`src/rtl/demux21_pkg.sv`:
```
// Shared definitions for the 1-to-2 TDM demultiplexer: frame-tracker states
// and channel-select encodings.
package demux21_pkg;

  typedef enum logic {
    EXP0 = 1'b0,
    EXP1 = 1'b1
  } frame_state_e;

  localparam logic CH0 = 1'b0;
  localparam logic CH1 = 1'b1;

endpackage : demux21_pkg

```
`src/rtl/demux21_frame_fsm.sv`:
```
// Frame tracker: enforces ch0-then-ch1 ordering, strobes FRAME/ERR and keeps
// the frame count. DEMUX21_ERRCNT_EN adds a saturating error counter.
module demux21_frame_fsm
  import demux21_pkg::*;
#(
  parameter int CNT_W = 8
) (
  input  logic             clk_i,
  input  logic             rst_i,
  input  logic             valid_i,
  input  logic             sel_i,
  output logic             frame_o,
  output logic             err_o,
`ifdef DEMUX21_ERRCNT_EN
  output logic [CNT_W-1:0] err_cnt_o,
`endif
  output logic [CNT_W-1:0] frame_cnt_o
);

  frame_state_e     state_q, state_d;
  logic             frame_q, frame_d;
  logic             err_q, err_d;
  logic [CNT_W-1:0] frame_cnt_q, frame_cnt_d;

  always_comb begin
    state_d     = state_q;
    frame_d     = 1'b0;
    err_d       = 1'b0;
    frame_cnt_d = frame_cnt_q;
    if (valid_i) begin
      unique case (state_q)
        EXP0: begin
          if (sel_i == CH0) state_d = EXP1;
          else              err_d   = 1'b1;
        end
        EXP1: begin
          // A repeated ch0 word restarts the frame, so the state stays EXP1.
          if (sel_i == CH1) begin
            frame_d     = 1'b1;
            frame_cnt_d = frame_cnt_q + CNT_W'(1);
            state_d     = EXP0;
          end else begin
            err_d = 1'b1;
          end
        end
        default: state_d = EXP0;
      endcase
    end
  end

  always_ff @(posedge clk_i or posedge rst_i) begin
    if (rst_i) begin
      state_q     <= EXP0;
      frame_q     <= 1'b0;
      err_q       <= 1'b0;
      frame_cnt_q <= '0;
    end else begin
      state_q     <= state_d;
      frame_q     <= frame_d;
      err_q       <= err_d;
      frame_cnt_q <= frame_cnt_d;
    end
  end

  assign frame_o     = frame_q;
  assign err_o       = err_q;
  assign frame_cnt_o = frame_cnt_q;

`ifdef DEMUX21_ERRCNT_EN
  logic [CNT_W-1:0] err_cnt_q, err_cnt_d;

  // Saturates rather than wraps so a long-running error burst stays visible.
  always_comb begin
    err_cnt_d = err_cnt_q;
    if (err_d && (err_cnt_q != {CNT_W{1'b1}})) err_cnt_d = err_cnt_q + CNT_W'(1);
  end

  always_ff @(posedge clk_i or posedge rst_i) begin
    if (rst_i) err_cnt_q <= '0;
    else       err_cnt_q <= err_cnt_d;
  end

  assign err_cnt_o = err_cnt_q;
`endif

endmodule : demux21_frame_fsm

```
`src/rtl/demux21_tdm.sv`:
```
// Registered 1-to-2 time-division demultiplexer with frame-order tracking.
// Define DEMUX21_ERRCNT_EN to expose the saturating ERR_CNT output.
module demux21_tdm
  import demux21_pkg::*;
#(
  parameter int WIDTH = 8,
  parameter int CNT_W = 8
) (
  input  logic             CLK,
  input  logic             RST,
  input  logic             VALID,
  input  logic             S1,
  input  logic [WIDTH-1:0] Y,
  output logic [WIDTH-1:0] D0,
  output logic [WIDTH-1:0] D1,
  output logic             V0,
  output logic             V1,
  output logic             FRAME,
  output logic [CNT_W-1:0] FRAME_CNT,
`ifdef DEMUX21_ERRCNT_EN
  output logic [CNT_W-1:0] ERR_CNT,
`endif
  output logic             ERR
);

  logic [WIDTH-1:0] d0_q, d0_d;
  logic [WIDTH-1:0] d1_q, d1_d;
  logic             v0_q, v0_d;
  logic             v1_q, v1_d;

  // Routing ignores frame state: out-of-order words are still captured.
  always_comb begin
    d0_d = d0_q;
    d1_d = d1_q;
    v0_d = 1'b0;
    v1_d = 1'b0;
    if (VALID) begin
      if (S1 == CH0) begin
        d0_d = Y;
        v0_d = 1'b1;
      end else begin
        d1_d = Y;
        v1_d = 1'b1;
      end
    end
  end

  always_ff @(posedge CLK or posedge RST) begin
    if (RST) begin
      d0_q <= '0;
      d1_q <= '0;
      v0_q <= 1'b0;
      v1_q <= 1'b0;
    end else begin
      d0_q <= d0_d;
      d1_q <= d1_d;
      v0_q <= v0_d;
      v1_q <= v1_d;
    end
  end

  assign D0 = d0_q;
  assign D1 = d1_q;
  assign V0 = v0_q;
  assign V1 = v1_q;

  demux21_frame_fsm #(
    .CNT_W(CNT_W)
  ) u_frame_fsm (
    .clk_i      (CLK),
    .rst_i      (RST),
    .valid_i    (VALID),
    .sel_i      (S1),
    .frame_o    (FRAME),
    .err_o      (ERR),
`ifdef DEMUX21_ERRCNT_EN
    .err_cnt_o  (ERR_CNT),
`endif
    .frame_cnt_o(FRAME_CNT)
  );

endmodule : demux21_tdm

```
`config.mk`:
```
export PLATFORM = sky130hd
export DESIGN_NAME = demux21_tdm
export DESIGN_NICKNAME = d
export VERILOG_FILES = /design/src/rtl/demux21_pkg.sv /design/src/rtl/demux21_frame_fsm.sv /design/src/rtl/demux21_tdm.sv
export SDC_FILE = /design/constraint.sdc
export NUM_CORES = 1
export LEC_CHECK = 0
export BUFFER_PORTS_ARGS = -buffer_cell sky130_fd_sc_hd__buf_2
export CORE_MARGIN = 10
export CORE_UTILIZATION = 41
export CTS_CLUSTER_DIAMETER = 200
export DETAILED_ROUTE_END_ITERATION = 7
export GPL_ROUTABILITY_DRIVEN = 0
export GPL_TIMING_DRIVEN = 0
export HOLD_SLACK_MARGIN = 0.1
export PLACE_DENSITY = 0.72
export SLEW_MARGIN = 20
export SYNTH_ARGS = -nofsm -noshare
export SYNTH_HDL_FRONTEND = slang
export SYNTH_HIERARCHICAL = 1
export SYNTH_SLANG_ARGS = --single-unit
```
`constraint.sdc`:
```
create_clock -name CLK -period 1.25 [get_ports CLK]
set_input_delay 0.125 -clock CLK [delete_from_list [all_inputs] [get_ports CLK]]
set_output_delay 0.125 -clock CLK [all_outputs]
set_load 0.03 [all_outputs]
```
==> impl_metrics.ini <==
[status]
status = finished, final reports clean

[global_routing]
gr-total-overflow = 0
grt_max_degree = 19
antenna_found_initial = 0
grt_pass1_wl_um = 4200
grtUsageTotal = 0.100
first_global_vias = 897

[sta]
rsz0062_at_grt = no
period_share = 0.982
drv_slew = 0
skew_ns = 0.00245
relSlewSlack = 0.543
finalHoldViolations = 0
min_period_ns = 1.23
worst_pin_slew_ns = 0.684
setup_tns_ns = 0
setup_viol = 0
max_freq_ghz = 0.815

[power_and_ir_drop]
finalPower_mw = 2.73
p_per_area_nw_per_um2 = 1710
vdd_drop_max_v = 0.00124
power.leakage_nw = 0.844

[finish]
fill_cells = 235
stdcell_area_sq_um = 1590
drive_gt1_frac = 0.545
nets = 147
fin_util = 0.577
final_cells = 165
antennaDiodeCount = 0
syn_to_final_growth_pct = 34.7

[die]
die_x_um = 73.7
die_h_um = 73.7
core_area_sq_um = 2760
start_util = 0.428
rows = 19
die-area_sq_um = 5430
io-pin-count = 40

[worst_setup_path]
slowest_stage = dlygate4sd3_1
path_cells = dlygate4sd3_1 -> clkbuf_4 -> nand2b_4 -> buf_6 -> mux2_4
endpoint_kind = flop
critPathMaxStageDelay_ns = 0.52
worstPathMaxFanout = 9
crit_type = in2reg
cp.arrival_ns = 1.43
start_kind = primary input
worstPathRequired_ns = 1.45

[yosys]
syn_inst = 77
synth_area_sq_um = 1180
synthTopCellsByArea = dfrtp_1 61%, mux2_4 10%, mux2_2 8.6%
avgSynthCellArea_sq_um = 15.3
synth_nets = 91
yosysTopAreaCell = dfrtp_1
synthDominantCellAreaShare = 0.614
ys_seq_area_frac = 0.614
synth-seq-cells = 29
yosys_warnings = 6
synthDistinctLibCells = 20

[drt]
drc_errors = 0
ant_nets = 0
firstDrtPassIters = 4
num_vias = 790
vias_per_cell = 4.79
drtIter0Drc = 36
wirelength_um = 2550
routedWlPerCell_um = 15.4

[clock_tree]
h-tree-depth = 2
numCtsBuffers = 5
cts_buffer_depth = 2
clock_latency_ns = 0.31
clk_pin_slew_ns = 0.09
cts-root-buf = clkbuf_4
cts.sinks = 29
cts_tree = done

[job]
drv_cap = 0

[placement]
place_hpwl_um = 1830
numPlacedInstances = 147
dpl_cell_area_sq_um = 1420
port_buffers = 39

[hold_path]
hold_class = in2reg
stage by stage:
| stage | setup slack, ns | hold slack (ns) |
|---|---|---|
| floorplan | 0.0152 | -0.0227 |
| global placement | 0.0944 | 0.138 |
| detailed placement | 0.0781 | 0.149 |
| CTS | 0.00877 | 0.130 |
| global route | 0.0153 | 0.135 |
| finish | 0.0224 | 0.143 |
final timing paths:
kind | start | endpoint | slack, ns | cells past startpoint
worst max-delay path | S1 | D0[5] | 0.02 | 5
worst min-delay path | VALID | u_frame_fsm/state_q | 0.14 | 2
worst max register to register | u_frame_fsm/frame_cnt_o[0] | u_frame_fsm/frame_cnt_o[6] | 0.10 | 4
worst min register to register | u_frame_fsm/frame_cnt_o[7] | u_frame_fsm/frame_cnt_o[7] | 0.46 | 1
max in group asynchronous | RST | V0 | 0.35 | 3
min in group asynchronous | RST | u_frame_fsm/frame_cnt_o[4] | 0.35 | 3
registers in the layout, indices dropped and copies added, names as in the netlist:
register and cells:
D0 8, D1 8, u_frame_fsm/frame_cnt_o 8, V0 1, V1 1, u_frame_fsm/err_o 1, u_frame_fsm/frame_o 1, u_frame_fsm/state_q 1
layout make-up:
type                    instances  area (sq um)  share of cell area
well taps                      31          38.8              0.0244
repair buffers                 49           298               0.187
clock inverters                 1          5.00             0.00314
plain buffers                   1          11.3             0.00708
flip-flops and latches         29           728               0.458
multi-input cells              42           427               0.268
clock buffers                   7          65.1              0.0409
inverters                       5          18.8              0.0118
critical path: cells and delay by family:
kind | cells | cell delay, ns
and+or+nand+nor | 1 | 0.13
buffers and inverters | 3 | 0.86
muxes | 1 | 0.31
power by group:
group,total (mW),internal [mW],switching (mW)
clock network,0.643,0.326,0.317
registers,1.25,1.11,0.146
logic,0.833,0.311,0.522
routing by layer:
| layer | global-route usage | vias to the layer above | part of all wire |
|---|---|---|---|
| met5 | 0 | - | 0 |
| met4 | 0.0435 | 0 | 0.0090 |
| met3 | 0.0498 | 4 | 0.096 |
| met2 | 0.163 | 29 | 0.47 |
| met1 | 0.107 | 385 | 0.42 |
| li1 | - | 372 | - |
cell families after synthesis:
group / synth area share
flops: 0.614
simple gates: 0.0911
mux: 0.196
xor+xnor: 0.0519
buf+inv: 0.0254
fa+ha+maj: 0.0212
cells in the final DEF (no fill, tap or decap), types with 2 or more instances in the layout:
cell type	instances
xor2_1	4
clkbuf_4	6
inv_1	5
mux2_4	8
mux2_2	9
ha_1	2
buf_2	38
nor3_1	2
dlygate4sd3_1	10
xnor2_1	3
and2_2	2
nand3_1	3
clkbuf_8	2
dfrtp_2	2
dfrtp_1	27
cell usage after synthesis, drive strengths merged:
master and n:
and2 2, and3 1, and4 1, buf 1
dfrtp 29, ha 2, inv 5, mux2 17
mux2i 1, nand2 2, nand2b 1, nand3 4
nand4 1, nor2 1, nor3 2, xnor2 3
xor2 4
repair_timing:
action                                  CTS  global route
hold endpoints to repair                 46             0
endpoints found under the setup margin    0             2
setup buffers                             0             0
gates resized for setup                   0             2
hold buffers                             10             0
Note: power is estimated with default switching activity, not from simulation.
